==> config.mk <==
export PLATFORM = sky130hd
export DESIGN_NAME = fpu_dispatch
export DESIGN_NICKNAME = d
export VERILOG_FILES = /design/src/rtl/fpu_dispatch.sv
export SDC_FILE = /design/constraint.sdc
export NUM_CORES = 1
export LEC_CHECK = 0
export ABC_CLOCK_PERIOD_IN_PS = 4800
export CAP_MARGIN = 0
export CORE_AREA = 10 10 147 149
export CTS_CLUSTER_DIAMETER = 50
export DETAILED_ROUTE_END_ITERATION = 7
export DIE_AREA = 0 0 157 159
export GPL_TIMING_DRIVEN = 0
export SLEW_MARGIN = 25
export SYNTH_ARGS = -nofsm -noshare
export SYNTH_HDL_FRONTEND = slang
export SYNTH_SLANG_ARGS = --single-unit
==> constraint.sdc <==
create_clock -name i_clk -period 4.8 [get_ports i_clk]
set_input_delay 0.96 -clock i_clk [delete_from_list [all_inputs] [get_ports i_clk]]
set_output_delay 0.96 -clock i_clk [all_outputs]
set_load 0.03 [all_outputs]
==> src/rtl/fpu_dispatch.sv <==
// fpu_dispatch: issues one FP op to a one-hot selected unit, then returns its result on a registered output.
// Latency: minimum 3 cycles from op accept to o_res_valid. Throughput is at best one op per 4 cycles.
// Backpressure: o_op_ready is high only in IDLE. The unit handshake and o_res_valid are held until their ready arrives.
//
// Ports:
//   i_clk, i_rstn                      clock (rising edge), asynchronous active-low reset
//   i_op_valid / o_op_ready / i_op_sel op request; i_op_sel is one-hot and is sampled on accept
//   o_unit_in_valid / i_unit_in_ready  per-unit issue handshake
//   i_unit_out_valid / i_unit_out      per-unit result; unit k occupies [k*DATA_W +: DATA_W]
//   o_res / o_res_valid / i_res_ready  captured result and its handshake
//   o_busy                             high in every state except IDLE
//   o_err_sel                          1-cycle pulse when an op is dropped because i_op_sel is not one-hot
//   o_err_timeout                      1-cycle pulse when the watchdog expires
//
// Optional feature: define FPU_DISPATCH_TIMEOUT_EN to enable the ISSUE/WAIT watchdog.
// Without it, o_err_timeout is constant 0.
module fpu_dispatch #(
   parameter int N_UNITS   = 10,
   parameter int DATA_W    = 32,
   parameter int TIMEOUT_W = 8
) (
   input  logic                        i_clk,
   input  logic                        i_rstn,
   input  logic                        i_op_valid,
   output logic                        o_op_ready,
   input  logic [N_UNITS-1:0]          i_op_sel,
   output logic [N_UNITS-1:0]          o_unit_in_valid,
   input  logic [N_UNITS-1:0]          i_unit_in_ready,
   input  logic [N_UNITS-1:0]          i_unit_out_valid,
   input  logic [N_UNITS*DATA_W-1:0]   i_unit_out,
   output logic [DATA_W-1:0]           o_res,
   output logic                        o_res_valid,
   input  logic                        i_res_ready,
   output logic                        o_busy,
   output logic                        o_err_sel,
   output logic                        o_err_timeout
);

   typedef enum logic [1:0] {
      S_IDLE  = 2'd0,
      S_ISSUE = 2'd1,
      S_WAIT  = 2'd2,
      S_DONE  = 2'd3
   } state_t;

   state_t               r_state;
   state_t               w_state_nxt;
   logic [N_UNITS-1:0]   r_sel;
   logic [DATA_W-1:0]    r_res;
   logic                 r_err_sel;

   logic                 w_sel_onehot;
   logic                 w_accept;
   logic                 w_bad_sel;
   logic                 w_capture;
   logic                 w_timeout;
   logic                 w_in_hs;
   logic                 w_out_vld;
   logic [DATA_W-1:0]    w_mux_res;

   // One-hot test: non-zero, and clearing the lowest set bit leaves nothing.
   assign w_sel_onehot = (i_op_sel != '0) && ((i_op_sel & (i_op_sel - 1'b1)) == '0);

   // Only the latched unit's handshake bits matter; all other units are masked off.
   assign w_in_hs   = |(r_sel & i_unit_in_ready);
   assign w_out_vld = |(r_sel & i_unit_out_valid);

   // AND-OR result mux. r_sel is one-hot, so no priority is implied.
   always_comb begin
      w_mux_res = '0;
      for (int k = 0; k < N_UNITS; k++) begin
         w_mux_res = w_mux_res | ({DATA_W{r_sel[k]}} & i_unit_out[k*DATA_W +: DATA_W]);
      end
   end

`ifdef FPU_DISPATCH_TIMEOUT_EN
   localparam logic [TIMEOUT_W-1:0] C_CNT_LAST = {TIMEOUT_W{1'b1}} - 1'b1;

   logic [TIMEOUT_W-1:0] r_cnt;

   // In the Nth ISSUE/WAIT cycle the counter holds N-1.
   // Expiry therefore lands in cycle 2**TIMEOUT_W-1.
   // The FSM leaves the state at that point, so the counter never wraps.
   always_ff @(posedge i_clk or negedge i_rstn) begin
      if (!i_rstn) begin
         r_cnt <= '0;
      end else if (w_accept) begin
         r_cnt <= '0;
      end else if ((r_state == S_ISSUE) || (r_state == S_WAIT)) begin
         r_cnt <= r_cnt + 1'b1;
      end
   end

   assign w_timeout = ((r_state == S_ISSUE) || (r_state == S_WAIT)) && (r_cnt == C_CNT_LAST);
`else
   // No watchdog in this build. The width parameter is referenced only to keep it in use.
   assign w_timeout = 1'b0 & (TIMEOUT_W > 0);
`endif

   // Next-state and output decode.
   // Every output depends on registered state only.
   always_comb begin
      w_state_nxt     = r_state;
      w_accept        = 1'b0;
      w_bad_sel       = 1'b0;
      w_capture       = 1'b0;
      o_op_ready      = 1'b0;
      o_unit_in_valid = '0;
      o_res_valid     = 1'b0;
      o_busy          = 1'b1;
      o_err_timeout   = w_timeout;
      case (r_state)
         S_IDLE: begin
            o_op_ready = 1'b1;
            o_busy     = 1'b0;
            if (i_op_valid) begin
               if (w_sel_onehot) begin
                  w_accept    = 1'b1;
                  w_state_nxt = S_ISSUE;
               end else begin
                  w_bad_sel   = 1'b1;
               end
            end
         end
         S_ISSUE: begin
            o_unit_in_valid = r_sel;
            if (w_timeout) begin
               w_state_nxt = S_DONE;
            end else if (w_in_hs) begin
               w_state_nxt = S_WAIT;
            end
         end
         S_WAIT: begin
            // The watchdog wins over a result arriving in the same cycle.
            // Once it fires, that unit's result is abandoned.
            if (w_timeout) begin
               w_state_nxt = S_DONE;
            end else if (w_out_vld) begin
               w_capture   = 1'b1;
               w_state_nxt = S_DONE;
            end
         end
         S_DONE: begin
            o_res_valid = 1'b1;
            if (i_res_ready) begin
               w_state_nxt = S_IDLE;
            end
         end
         default: begin
            w_state_nxt = S_IDLE;
         end
      endcase
   end

   always_ff @(posedge i_clk or negedge i_rstn) begin
      if (!i_rstn) begin
         r_state   <= S_IDLE;
         r_sel     <= '0;
         r_res     <= '0;
         r_err_sel <= 1'b0;
      end else begin
         r_state   <= w_state_nxt;
         r_err_sel <= w_bad_sel;
         if (w_accept) begin
            r_sel <= i_op_sel;
         end
         if (w_timeout) begin
            r_res <= '0;
         end else if (w_capture) begin
            r_res <= w_mux_res;
         end
      end
   end

   assign o_res     = r_res;
   assign o_err_sel = r_err_sel;

endmodule

Yosys cells after proc, flatten, opt, wreduce, memory -nomap -nowiden --
Index checks and enable logic that the tools add are counted.
Operators by class: equality and inequality tests 8, reduce and logical (&&, ||, !) cells 7, add/subtract/negate cells 1, bitwise gates (word level) 22, multiplexer cells 18
Operator list (count):
- 32-bit bitwise AND | 10
- 32-bit OR | 9
- 10-bit bitwise AND | 3
- 10-bit OR reduction | 2
- 1-bit two-way mux | 11
- 10-bit logical NOT | 1
- 10-bit two-way mux | 1
- 2-bit two-way mux | 5
- 2-bit inequality test, second input constant | 5
- 10-bit nonzero test | 1
- 10-bit by 1-bit subtractor with 10-bit output, second input constant | 1
- 2-bit case mux with 4 select lines | 1
- 5-bit AND reduction | 1
- 2-bit == test, second input constant | 2
- 2-bit by 1-bit == test with 1-bit output, second input constant | 1
- 2-bit logical NOT | 1
- 1-bit logical AND | 1
Storage, ports and cells: flip-flop bits (word level) 45, bits of input ports 354, word-level logic and storage cells 60

Depth between registers and ports, before layout --
word-level depth 10, gate-level depth with buffers 7, mapped depth without buffers 7

Least setup slack after synthesis --
No wires, ideal clock.
path kind input -> register, start point in i_op_sel[0], end point reg r_sel[0], data required time 4.675 ns, stages 5, arrival 2.613 ns, path buffers 0, path slack 2.062 ns, cells stage by stage or4_1 -> nor4b_2 -> a211oi_2 -> nor3_4 -> mux2_2
On the way: longest elaborated chain between the ends 7, elaborated cells on any way between the ends 8, those cells by class add/sub: 1; mux: 3; bitwise: 1; reduce/logical: 3
Ends and longest elaborated chain:
- start: declaration | line 26 | input logic [N_UNITS-1:0] i_op_sel,
- 10-bit by 1-bit subtractor with 10-bit output | line 62 | assign w_sel_onehot = (i_op_sel != '0) && ((i_op_sel & (i_op_sel - 1'b1)) == '0);
- 10-bit bitwise AND | line 62
- 10-bit logical NOT | line 62
- 1-bit logical AND | line 62
- 1-bit two-way mux | line 117 | if (w_sel_onehot) begin
- 1-bit two-way mux | line 116 | if (i_op_valid) begin
- 1-bit two-way mux | line 112 | case (r_state)
- end signal: assignment | line 165 | r_sel <= i_op_sel;
- end: declaration | line 48 | logic [N_UNITS-1:0] r_sel;
Several ways; a longest one is shown, not always the timed one. A chain may end at the register's enable or synchronous reset.

Final worst setup path --
start point reg r_sel[9], end point out o_unit_in_valid[9]
On the way: longest elaborated chain between the ends 1
Ends and longest elaborated chain:
- 10-bit two-way mux | line 112
- end: declaration | line 27 | output logic [N_UNITS-1:0] o_unit_in_valid,
No other way between the ends.

==> run metrics <==
Syn Area/Cell=8.98 um^2; fillers=1855; die area=25000 um^2; clk_skew=0.00600 ns; Mapped Nets=788; Slew headroom=35.6%; vias per cell=5.31; DRC=0; Pre-antenna DRT Iters=5; global-route wire length before repair=41900 um; Pins Over Slew Limit=0; fin util=44.6%; Synth top area share=29.2%; DR iter-0 viols=381; crit share post-route=76.4%; Root Driver=clkbuf_16; final net count=1194; Synth area leader=dfrtp_1; R2R depth=7; Hold Vio Cnt, Final=0; deepest clock path buffer count=2; total grt overflow=0; area growth from synthesis to layout=115%; Critical Path Source=r_sel[9]; R2R Path End=o_res[3]; worst skew pair latency=0.29 ns; H-tree depth=2; clock slew at reported path FFs=0.06 ns; Worst Hold Class=flop to flop; synthesized netlist cell count=430; placed cell count=1063; max_cap viols=0; CTS Hold Buffers Added=0; Synth Warn #=0; RSZ-0062 raised after global routing=no; Critical Path RT=3.84 ns; most numerous cell in the Yosys netlist=a22oi_1; final setup TNS=0 ns; Syn Std Cell Area=3860 um^2; via count of the first global-routing pass=6014; layout cells sized above 1=5.02%; static leakage=0.00327 uW; vias=5677; IO Pins=401; EDFF count, synth=0; Max rail drop VDD=0.151 mV; Worst EP arrival=2.71 ns; core area=18600 um^2; PD cells=327 nW/um^2; Core Rows=50; Crit Path Max Fanout=10; Synth top cells by count=a22oi_1 (136), dfrtp_1 (45), nand2_1 (35); post-synth cell types=42; Placer Congestion=0.878; Tightest Pin Transition=0.966 ns; synth top area cells=dfrtp_1 (29%), a22oi_1 (26%), a221oi_1 (7.3%), a21o_1 (6.2%), buf_6 (5.2%); postcts setup bufs=0; Routed WL=30400 um; Num CTS Buffers=5; CTS resizes=0; Non-Filler Instances=1070; Seq/Total Area, Yosys=29.2%; Post-synth ARST share=100%; setup violators final=0; initial core utilization=20.8%; routed len/inst=28.4 um; CP Launch Type=flop; #FFs+latches synth=45; Top FF cell, synth=dfrtp_1; Clock Sinks=45; DPL Wire Length=24200 um; R2R Setup Slk=2.10 ns; Antenna Cells=0; clock period minus worst slack=3.67 ns; Global Route Usage Sum=22.7%; Worst setup EP type=primary output; Worst Setup EP=o_unit_in_valid[9]; WS Path Type=flop to primary output; Port Buffers=399; Die Wd=157 um; CTS tree=yes; status=complete, no violations; initial antenna violation count=0; FMAX=0.273 GHz; FF-to-FF Start=r_sel[0]; pin count of the biggest net entering global routing=46; Routed Antenna Nets=0; die height=159 um
[registers in the layout, indices dropped and copies added, names as in the netlist]
signal / flops
r_state: 2
o_err_sel: 1
r_sel: 10
o_res: 32
[area by class of cell]
type | instances | area, um^2 | share of cell area [%]
plain buffers | 48 | 319 | 3.85
well taps | 234 | 293 | 3.53
repair buffers | 399 | 3990 | 48.1
flip-flops and latches | 45 | 1130 | 13.6
inverters | 6 | 22.5 | 0.272
clock buffers | 7 | 143 | 1.72
multi-input cells | 331 | 2400 | 28.9
[worst max-delay path: stages (launching register included)]
cell and delay [ns]:
dfrtp_1 0.32, clkbuf_1 0.49, clkbuf_1 0.70, and2_1 0.23
clkdlybuf4s50_1 0.67
[metrics by stage]
step	hold slack, ns	total power (uW)	cell area [um^2]	setup slack, ns
floorplan	0.556	1470	3860	2.06
global placement	0.458	2370	8150	1.15
detailed placement	0.464	2380	8150	1.38
CTS	0.479	2740	8290	1.14
global route	0.486	2850	8290	1.06
finish	0.473	2710	8290	1.13
[worst min path at each step]
stage                    start    endpoint  cells after the start
detailed placement   o_res[26]   o_res[26]                      1
floorplan           r_state[0]  r_state[0]                      1
finish               o_res[14]   o_res[14]                      1
global placement     o_res[23]   o_res[23]                      1
CTS                  o_res[14]   o_res[14]                      1
global route         o_res[13]   o_res[13]                      1
[layout by cell type, fill, tap and decap left out, types with 2 or more instances in the layout]
master	count
mux2_2	9
clkbuf_1	29
or4_1	2
buf_4	2
nor3_1	3
o21ai_0	3
and2_1	10
a221oi_1	32
ha_1	4
dfrtp_1	45
nand2b_1	2
inv_1	6
nor4b_1	2
nand4_1	2
buf_6	18
nor2_1	3
a21o_1	32
clkbuf_16	5
nand2_1	35
nand3_1	4
a22oi_1	136
clkdlybuf4s50_1	398
a31oi_1	32
[per-layer routing]
layer / GRT usage [%] / wire length [um] / vias to the layer above
met1: 26.9 / 12100 / 2714
met3: 5.72 / 2500 / 32
met2: 40.1 / 15300 / 340
met5: 0 / 0 / -
met4: 4.85 / 547 / 0
li1: - / - / 2591
[power by group]
part	leakage (uW)	switching (uW)	internal (uW)
clock	0.0000700	142	205
sequential	0.000568	83.1	530
combinational	0.00263	940	813
total	0.00327	1170	1550
[cells by family after synthesis]
| logic type | Yosys count | share of synthesized area (%) |
|---|---|---|
| AO/OA/AOI/OAI | 246 | 48.2 |
| XOR/XNOR | 1 | 0.227 |
| adder cells (fa/ha/maj) | 5 | 1.56 |
| buffers and inverters | 54 | 8.85 |
| flip-flops | 45 | 29.2 |
| multiplexers | 9 | 2.62 |
| other | 1 | 0.0971 |
| AND/OR/NAND/NOR | 69 | 9.27 |
Note: power is estimated with default switching activity, not from simulation.
